**config.mk**
```make
export PLATFORM = sky130hd
export DESIGN_NAME = i2s_frame_packer
export DESIGN_NICKNAME = d
export VERILOG_FILES = /design/src/rtl/i2s_frame_packer.sv
export SDC_FILE = /design/constraint.sdc
export NUM_CORES = 2
export LEC_CHECK = 0
export ABC_AREA = 0
export CORE_MARGIN = 2
export CORE_UTILIZATION = 35
export DETAILED_ROUTE_END_ITERATION = 7
export PLACE_DENSITY = 0.58
export SYNTH_ARGS = -nofsm -noshare
export SYNTH_HDL_FRONTEND = slang
export SYNTH_SLANG_ARGS = --single-unit
```
**constraint.sdc**
```tcl
create_clock -name clk -period 13 [get_ports clk]
set_input_delay 3.25 -clock clk [delete_from_list [all_inputs] [get_ports clk]]
set_output_delay 3.25 -clock clk [all_outputs]
set_load 0.02 [all_outputs]
```
**src/rtl/i2s_frame_packer.sv**
```systemverilog
// Store-and-forward packer: frames from the I2S byte stream become headed AXI-Stream packets.
// Define I2S_FRAME_PACKER_CRC_EN to append a CRC-8 trailer byte to every packet.
module i2s_frame_packer #(
  parameter int         DEPTH = 256,
  parameter logic [7:0] CH_ID = 8'd0
) (
  input  logic        clk,
  input  logic        rst,
  input  logic        i_enable,
  input  logic [3:0]  i_dst_fpga_index,
  input  logic        s_axis_tvalid,
  input  logic [7:0]  s_axis_tdata,
  input  logic        s_axis_tlast,
  output logic        m_axis_tvalid,
  output logic [7:0]  m_axis_tdata,
  output logic        m_axis_tlast,
  input  logic        m_axis_tready,
  output logic [31:0] o_drop_num,
  output logic [31:0] o_pkt_num
);

  localparam int AW = $clog2(DEPTH);
  localparam int PW = AW + 1;

  typedef enum logic {
    ACCEPT,
    DISCARD
  } in_state_t;

  typedef enum logic [2:0] {
    IDLE,
    H0,
    H1,
    H2,
    H3,
    DATA,
    CRC
  } out_state_t;

  logic [8:0]    mem [DEPTH];
  logic [PW-1:0] wr_ptr;
  logic [PW-1:0] commit_ptr;
  logic [PW-1:0] rd_ptr;
  logic [PW-1:0] fill;
  logic [PW-1:0] frames;
  logic          full;
  logic          wr_en;
  logic          ovf;
  logic          commit;
  logic          done;
  in_state_t     in_state;
  in_state_t     in_next;

  assign fill   = wr_ptr - rd_ptr;
  assign full   = (fill == PW'(DEPTH));
  assign wr_en  = i_enable && (in_state == ACCEPT)
                  && s_axis_tvalid && !full;
  assign ovf    = i_enable && (in_state == ACCEPT)
                  && s_axis_tvalid && full;
  assign commit = wr_en && s_axis_tlast;

  always_comb begin
    in_next = in_state;
    if (!i_enable) begin
      in_next = DISCARD;
    end else if (in_state == DISCARD) begin
      if (s_axis_tvalid && s_axis_tlast) begin
        in_next = ACCEPT;
      end
    end else if (ovf && !s_axis_tlast) begin
      in_next = DISCARD;
    end
  end

  always_ff @(posedge clk) begin
    if (rst) begin
      in_state <= ACCEPT;
    end else begin
      in_state <= in_next;
    end
  end

  // Uncommitted bytes are rewound on disable or overflow; only a
  // tlast write moves commit_ptr, so readers never see partial frames.
  always_ff @(posedge clk) begin
    if (rst) begin
      wr_ptr     <= '0;
      commit_ptr <= '0;
      o_drop_num <= '0;
    end else if (!i_enable) begin
      wr_ptr <= commit_ptr;
    end else if (ovf) begin
      wr_ptr <= commit_ptr;
      if (o_drop_num != 32'hFFFF_FFFF) begin
        o_drop_num <= o_drop_num + 32'd1;
      end
    end else if (wr_en) begin
      wr_ptr <= wr_ptr + PW'(1);
      if (s_axis_tlast) begin
        commit_ptr <= wr_ptr + PW'(1);
      end
    end
  end

  always_ff @(posedge clk) begin
    if (wr_en) begin
      mem[wr_ptr[AW-1:0]] <= {s_axis_tlast, s_axis_tdata};
    end
  end

  always_ff @(posedge clk) begin
    if (rst) begin
      frames <= '0;
    end else if (commit && !done) begin
      frames <= frames + PW'(1);
    end else if (!commit && done) begin
      frames <= frames - PW'(1);
    end
  end

  // Two-deep read pipe: ram_q holds the registered RAM output and pf is
  // the fall-through head presented in DATA.
  logic       rv;
  logic       pv;
  logic [8:0] ram_q;
  logic [8:0] pf;
  logic       have_data;
  logic       pop;
  logic       load_pf;
  logic       issue;
  out_state_t state;
  out_state_t state_nx;

  assign have_data = (rd_ptr != commit_ptr);
  assign pop       = (state == DATA) && pv && m_axis_tready;
  assign load_pf   = rv && (!pv || pop);
  assign issue     = have_data && (!rv || load_pf);

  always_ff @(posedge clk) begin
    if (issue) begin
      ram_q <= mem[rd_ptr[AW-1:0]];
    end
  end

  always_ff @(posedge clk) begin
    if (rst) begin
      rd_ptr <= '0;
      rv     <= 1'b0;
      pv     <= 1'b0;
      pf     <= '0;
    end else begin
      if (issue) begin
        rd_ptr <= rd_ptr + PW'(1);
      end
      rv <= issue || (rv && !load_pf);
      if (load_pf) begin
        pf <= ram_q;
        pv <= 1'b1;
      end else if (pop) begin
        pv <= 1'b0;
      end
    end
  end

  logic [3:0]  dst_q;
  logic [15:0] seq;

`ifdef I2S_FRAME_PACKER_CRC_EN
  logic [7:0] crc;

  function automatic logic [7:0] crc8(
    input logic [7:0] c,
    input logic [7:0] d
  );
    logic [7:0] r;
    r = c ^ d;
    for (int i = 0; i < 8; i++) begin
      r = r[7] ? ((r << 1) ^ 8'h07) : (r << 1);
    end
    return r;
  endfunction

  always_ff @(posedge clk) begin
    if (rst || state == IDLE) begin
      crc <= '0;
    end else if (m_axis_tvalid && m_axis_tready) begin
      crc <= crc8(crc, m_axis_tdata);
    end
  end
`endif

  always_comb begin
    state_nx      = state;
    m_axis_tvalid = 1'b0;
    m_axis_tdata  = '0;
    m_axis_tlast  = 1'b0;
    done          = 1'b0;
    unique case (state)
      IDLE: begin
        if (frames != '0) begin
          state_nx = H0;
        end
      end
      H0: begin
        m_axis_tvalid = 1'b1;
        m_axis_tdata  = {4'hA, dst_q};
        if (m_axis_tready) state_nx = H1;
      end
      H1: begin
        m_axis_tvalid = 1'b1;
        m_axis_tdata  = CH_ID;
        if (m_axis_tready) state_nx = H2;
      end
      H2: begin
        m_axis_tvalid = 1'b1;
        m_axis_tdata  = seq[15:8];
        if (m_axis_tready) state_nx = H3;
      end
      H3: begin
        m_axis_tvalid = 1'b1;
        m_axis_tdata  = seq[7:0];
        if (m_axis_tready) state_nx = DATA;
      end
      DATA: begin
        m_axis_tvalid = pv;
        m_axis_tdata  = pf[7:0];
`ifdef I2S_FRAME_PACKER_CRC_EN
        if (pop && pf[8]) state_nx = CRC;
`else
        m_axis_tlast = pf[8];
        if (pop && pf[8]) begin
          state_nx = IDLE;
          done     = 1'b1;
        end
`endif
      end
`ifdef I2S_FRAME_PACKER_CRC_EN
      CRC: begin
        m_axis_tvalid = 1'b1;
        m_axis_tdata  = crc;
        m_axis_tlast  = 1'b1;
        if (m_axis_tready) begin
          state_nx = IDLE;
          done     = 1'b1;
        end
      end
`endif
      default: state_nx = IDLE;
    endcase
  end

  always_ff @(posedge clk) begin
    if (rst) begin
      state     <= IDLE;
      dst_q     <= '0;
      seq       <= '0;
      o_pkt_num <= '0;
    end else begin
      state <= state_nx;
      if (state == IDLE && state_nx == H0) begin
        dst_q <= i_dst_fpga_index;
      end
      if (done) begin
        seq       <= seq + 16'd1;
        o_pkt_num <= o_pkt_num + 32'd1;
      end
    end
  end

endmodule

```
======== Word level (Yosys, flattened, before mapping) ========
Memories as Yosys holds them, arrays and structs flattened. A register that Yosys moved wholly into a read port is not among the register bits.
Index checks and enable logic that the tools add are counted.
cells by class
  equality and inequality tests ........... 10
  reduce and logical (&&, ||, !) cells .... 33
  mux-type cells .......................... 25
  bitwise gates (word level) .............. 2
  add/sub/neg operators ................... 8
operator list
  operator               number
  $add 32x1->32 const B  2
  $mux 9                 5
  $ne 32x32->1 const B   1
  $pmux 8 s4             1
  $add 9x1->9 const B    3
  $mux 3                 6
  $pmux 3 s6             1
  $add 16x1->16 const B  1
  $logic_and 1x1->1      16
  $mux 1                 11
  $eq 9x9->1 const B     1
  $ne 9x9->1             1
  $reduce_bool 9->1      1
  $sub 9x1->9 const B    1
  $sub 9x9->9            1
  $logic_not 1->1        7
  $eq 3x1->1 const B     2
  $eq 3x2->1 const B     2
  $eq 3x3->1 const B     2
  $reduce_and 4->1       1
  $reduce_bool 2->1      2
  $reduce_or 4->1        1
  $logic_not 3->1        1
  $logic_or 1x1->1       3
  4 further kinds        5
storage, ports and cells
  memories kept ........................... 1
  memory bits (writable) .................. 2,304
  flip-flop bits (word level) ............. 135
  logic and storage cells ................. 92
memories
  name  words  bits a word  rd ports  clocked after Yosys merged registers in  wr ports  line  text
  mem   256    9            1         1                                        1         40    logic [8:0] mem [DEPTH];

======== Depth between registers and ports, before layout ========
  depth in word-level cells ............... 9
  mapped depth ............................ 24

======== Worst setup path after synthesis ========
OpenSTA, ideal clock, no wires.
  path type ............................... input-to-reg
  start point ............................. in s_axis_tvalid
  end point ............................... reg frames[8]
  arrival time ............................ 6,032 ps
  path buffers ............................ 2
  data required time ...................... 12,872 ps
  stages .................................. 16
  path slack .............................. 6,841 ps
  cell sequence ........................... nand2_1 nor2_1 and3_1 buf_2 buf_1 ha_1 inv_1 ha_1 nor2b_1 o21ai_0 a21boi_0 o21a_1 o41ai_1 mux2i_1 xor2_1 nor2_1
between the ends
  word-level cells in the longest chain between the ends .. 6
ends and longest elaborated chain
  item                                line  text
  from (decl)                         11    input logic s_axis_tvalid,
  $logic_and 1x1->1 * (2 in a row)    57    && s_axis_tvalid && !full;
  $logic_and 1x1->1 *                 60    assign commit = wr_en && s_axis_tlast;
  $logic_not 1->1                     116   end else if (!commit && done) begin
  $logic_and 1x1->1                   116
  $reduce_bool 2->1 (no source line)  -
  to (signal assigned)                115   frames <= frames + PW'(1);
  to (signal assigned)                117   frames <= frames - PW'(1);
  to (decl)                           45    logic [PW-1:0] frames;
Mark *: on every way between the ends. The rest lies on a longest branch, timed or not.
A chain may end at the register's enable or synchronous reset.

======== Final worst setup path ========
  start point ............................. in i_enable
  end point ............................... mem mem[230][3], enable pin
between the ends
  word-level cells in the longest chain between the ends .. 5
ends and longest elaborated chain
  item                            line  text
  from (decl)                     9     input logic i_enable,
  $logic_and 1x1->1               56    assign wr_en = i_enable && (in_state == ACCEPT)
  $logic_and 1x1->1 (2 in a row)  57
  $mux 1                          106   if (wr_en) begin
  $mux 1 (implied by the code)    107   mem[wr_ptr[AW-1:0]] <= {s_axis_tlast, s_axis_tdata};
  to (decl)                       40
Every way passes these cells.

==> run summary <==
## Outcome
- run status: finished clean

## Critical path
- critical path capture point type: register
- logic depth of the worst register-to-register path: 19
- Critical Path Source Type: primary input
- Reg-to-Reg Start: rd_ptr[7]
- worst reg2reg path endpoint: frames[8]
- worst setup path category: in2reg
- top fanout value on the critical path: 20
- required arrival time at the worst endpoint: 13.51 ns
- Reg2Reg Setup Slack: 7.19 ns
- Arrival @ worst endpoint: 7.41 ns

## Placement
- RD Place Congestion: 0.865
- number of buffers inserted by port buffering: 91
- final HPWL from detailed placement: 166,000 microns
- area of placed instances: 102,000 sq um

## Die
- vertical extent of the die: 529 microns
- Horiz. Die Dim: 529 microns
- num rows: 192
- initial standard-cell utilization of the core: 35.2%
- die footprint: 280,000 sq um
- number of I/O pins: 92
- Placeable Area: 274,000 sq um

## Synth
- EDFF count, synth: 2,313
- Mean Syn Cell Area: 19.0 sq um
- area of the mapped netlist: 96,600 sq um
- count of cell types in the netlist: 86
- portion of synthesized cell area occupied by the leading cell type: 71.9%
- instance count of the mapped netlist: 5,079
- number of storage elements in the synthesis netlist: 2,448
- total number of yosys warnings: 0
- fraction of registers with async set/reset: 0%
- most area-hungry cell type in the Yosys netlist: sky130_fd_sc_hd__edfxtp_1
- sequential area share after synthesis: 74.7%
- top post-synthesis cells by area: sky130_fd_sc_hd__edfxtp_1 72%, sky130_fd_sc_hd__mux4_2 12%, sky130_fd_sc_hd__dfxtp_1 2.8%
- syn nets: 5,122
- Synth Flop Type: sky130_fd_sc_hd__edfxtp_1

## Drt
- vias after detailed routing: 51,600
- Vias/cell: 5.64
- Total Routed Length: 281,000 microns
- DRC viols: 0
- drt first-iter violations: 7,031
- ANT nets after route: 0
- number of search-and-repair iterations in the first detailed-routing pass: 6
- average detailed-routed wire length per instance: 30.8 microns

## Hold path
- Min-Delay Startpoint: frames[4]
- worst min-delay path category: reg2reg
- sink of the worst hold path: frames[4]
- cell depth of the worst hold path: 2

## Clocking
- post-CTS setup buffer count: 0
- clock sinks: 2,448
- deepest level of the CTS H-tree: 4
- clock edge transition at the registers on the reported setup and hold paths: 0.06 ns
- Root Driver: sky130_fd_sc_hd__clkbuf_16
- count of hold-fix buffers inserted at cts: 0
- TritonCTS clock tree: done
- Resized Gates After CTS: 0
- Max clock buf depth: 3
- clock insertion delay at the later pin of the skew report: 0.90 ns
- clock buffer count from CTS: 236

## Timing
- number of hold violations in the final report: 0
- Rel. slew slack: 13.3%
- Final Cycle Share: 53.0%
- Final setup violation count: 0
- Least-Margin Pin Slew: 1.30 ns
- Tmin final: 6.89 ns
- FMAX: 0.145 GHz
- unrepaired setup endpoints after global routing: false
- clock skew: 0.0440 ns
- count of pins over their slew limit: 0
- setup tns final: 0 ns

## Global route
- number of global-route vias before repair: 50,300
- largest net degree at the start of global routing: 170
- combined global-route utilization of all metal layers: 19.7%
- number of antenna violations at the first check in global routing: 14
- first-pass GRT wire length: 394,000 microns
- GRT Residual Overflow: 0

## Finish
- Area Overhead vs Synth: 13.4%
- proportion of layout cells with a drive suffix above 1: 19.1%
- number of nets in the layout: 5,275
- design area: 110,000 sq um
- Fill cells: 24,200
- commonest cells after routing, fill and taps aside: 2,313 x sky130_fd_sc_hd__edfxtp_1, 504 x sky130_fd_sc_hd__mux4_2, 441 x sky130_fd_sc_hd__nor2_1
- most common library cell in the layout ignoring fill and taps: sky130_fd_sc_hd__edfxtp_1

## Run
- number of maximum-capacitance constraint violations: 0

## Power and ir drop
- power per cell area: 179 nW/um^2
- Max VDD drop: 138 uV
- Leak: 0.0331 uW

## Yosys cell counts (62+ instances only)
cell type / n
sky130_fd_sc_hd__nand3_1: 69
sky130_fd_sc_hd__a22oi_1: 68
sky130_fd_sc_hd__nand2_1: 167
sky130_fd_sc_hd__mux2i_1: 246
sky130_fd_sc_hd__o21ai_0: 75
sky130_fd_sc_hd__mux4_2: 504
sky130_fd_sc_hd__buf_2: 62
sky130_fd_sc_hd__a21oi_1: 127
sky130_fd_sc_hd__edfxtp_1: 2313
sky130_fd_sc_hd__dfxtp_1: 135
sky130_fd_sc_hd__clkbuf_1: 131
sky130_fd_sc_hd__nor2_1: 446
## sequential cells by signal, indices dropped and copies added, names as in the netlist, 16 cells and up
register,count
mem,2304
o_drop_num,32
o_pkt_num,32
seq,16
## critical path: stages
cell                              delay, ns
sky130_fd_sc_hd__clkdlybuf4s50_1       0.76
sky130_fd_sc_hd__nand2_1               0.11
sky130_fd_sc_hd__or2_2                 0.52
sky130_fd_sc_hd__nor2_4                0.75
sky130_fd_sc_hd__nand4_1               0.94
sky130_fd_sc_hd__nor2_1                1.04
## power breakdown
part	switching (uW)	total [uW]	leakage, uW	internal (uW)
combinational	2280	3930	0.00742	1640
sequential	78.7	8750	0.0219	8670
clock	3020	6980	0.00382	3960
## how the worst max path moves through the flow
stage / start / end / depth (start not counted)
3_3_place_gp: i_enable / mem[207][3] / 6
5_1_grt: i_enable / mem[230][4] / 6
4_1_cts: i_enable / mem[207][2] / 6
2_1_floorplan: s_axis_tvalid / frames[8] / 16
3_5_place_dp: i_enable / mem[207][3] / 6
6_report: i_enable / mem[230][3] / 6
## logic make-up (layout without fill, tap and decap cells)
group	count (synthesis)	count (layout)	share of synthesized area (%)
compound gates	545	545	3.86
xor+xnor	89	89	0.807
fa+ha+maj	25	25	0.332
buf+inv	326	684	1.73
flops	2448	2448	74.7
mux	762	762	14.4
other cells	0	12	0
simple gates	884	884	4.14
## cell type report
type	count	area [sq um]	area share, %
clock buffers	275	6190	5.65
well taps	3686	4610	4.21
repair buffers	208	1880	1.72
multi-input cells	2305	22900	20.9
diodes	12	30.0	0.0274
flip-flops and latches	2448	72200	65.9
clock inverters	168	1670	1.52
inverters	33	129	0.118
## layer usage
layer	global-route usage (%)	share of wire [%]	up-vias
met5	0	0	-
met3	4.52	10	407
li1	-	-	21000
met4	6.47	3.2	0
met2	29.8	45	2901
met1	28.1	41	27200
## per-stage QoR
stage               worst slack [ns]  instances  utilization (%)  hold slack, ns  total power (uW)
floorplan                       6.84       5079                -           0.453             11600
global placement                5.35       8680             37.1           0.466             12800
detailed placement              5.27       8680             37.1           0.479             12800
CTS                             6.21       9123             40.0           0.489             19800
global route                    6.02       9124             40.0           0.518             20200
finish                          6.11       9135             40.0           0.489             19700
(Power assumes the default switching activity.)
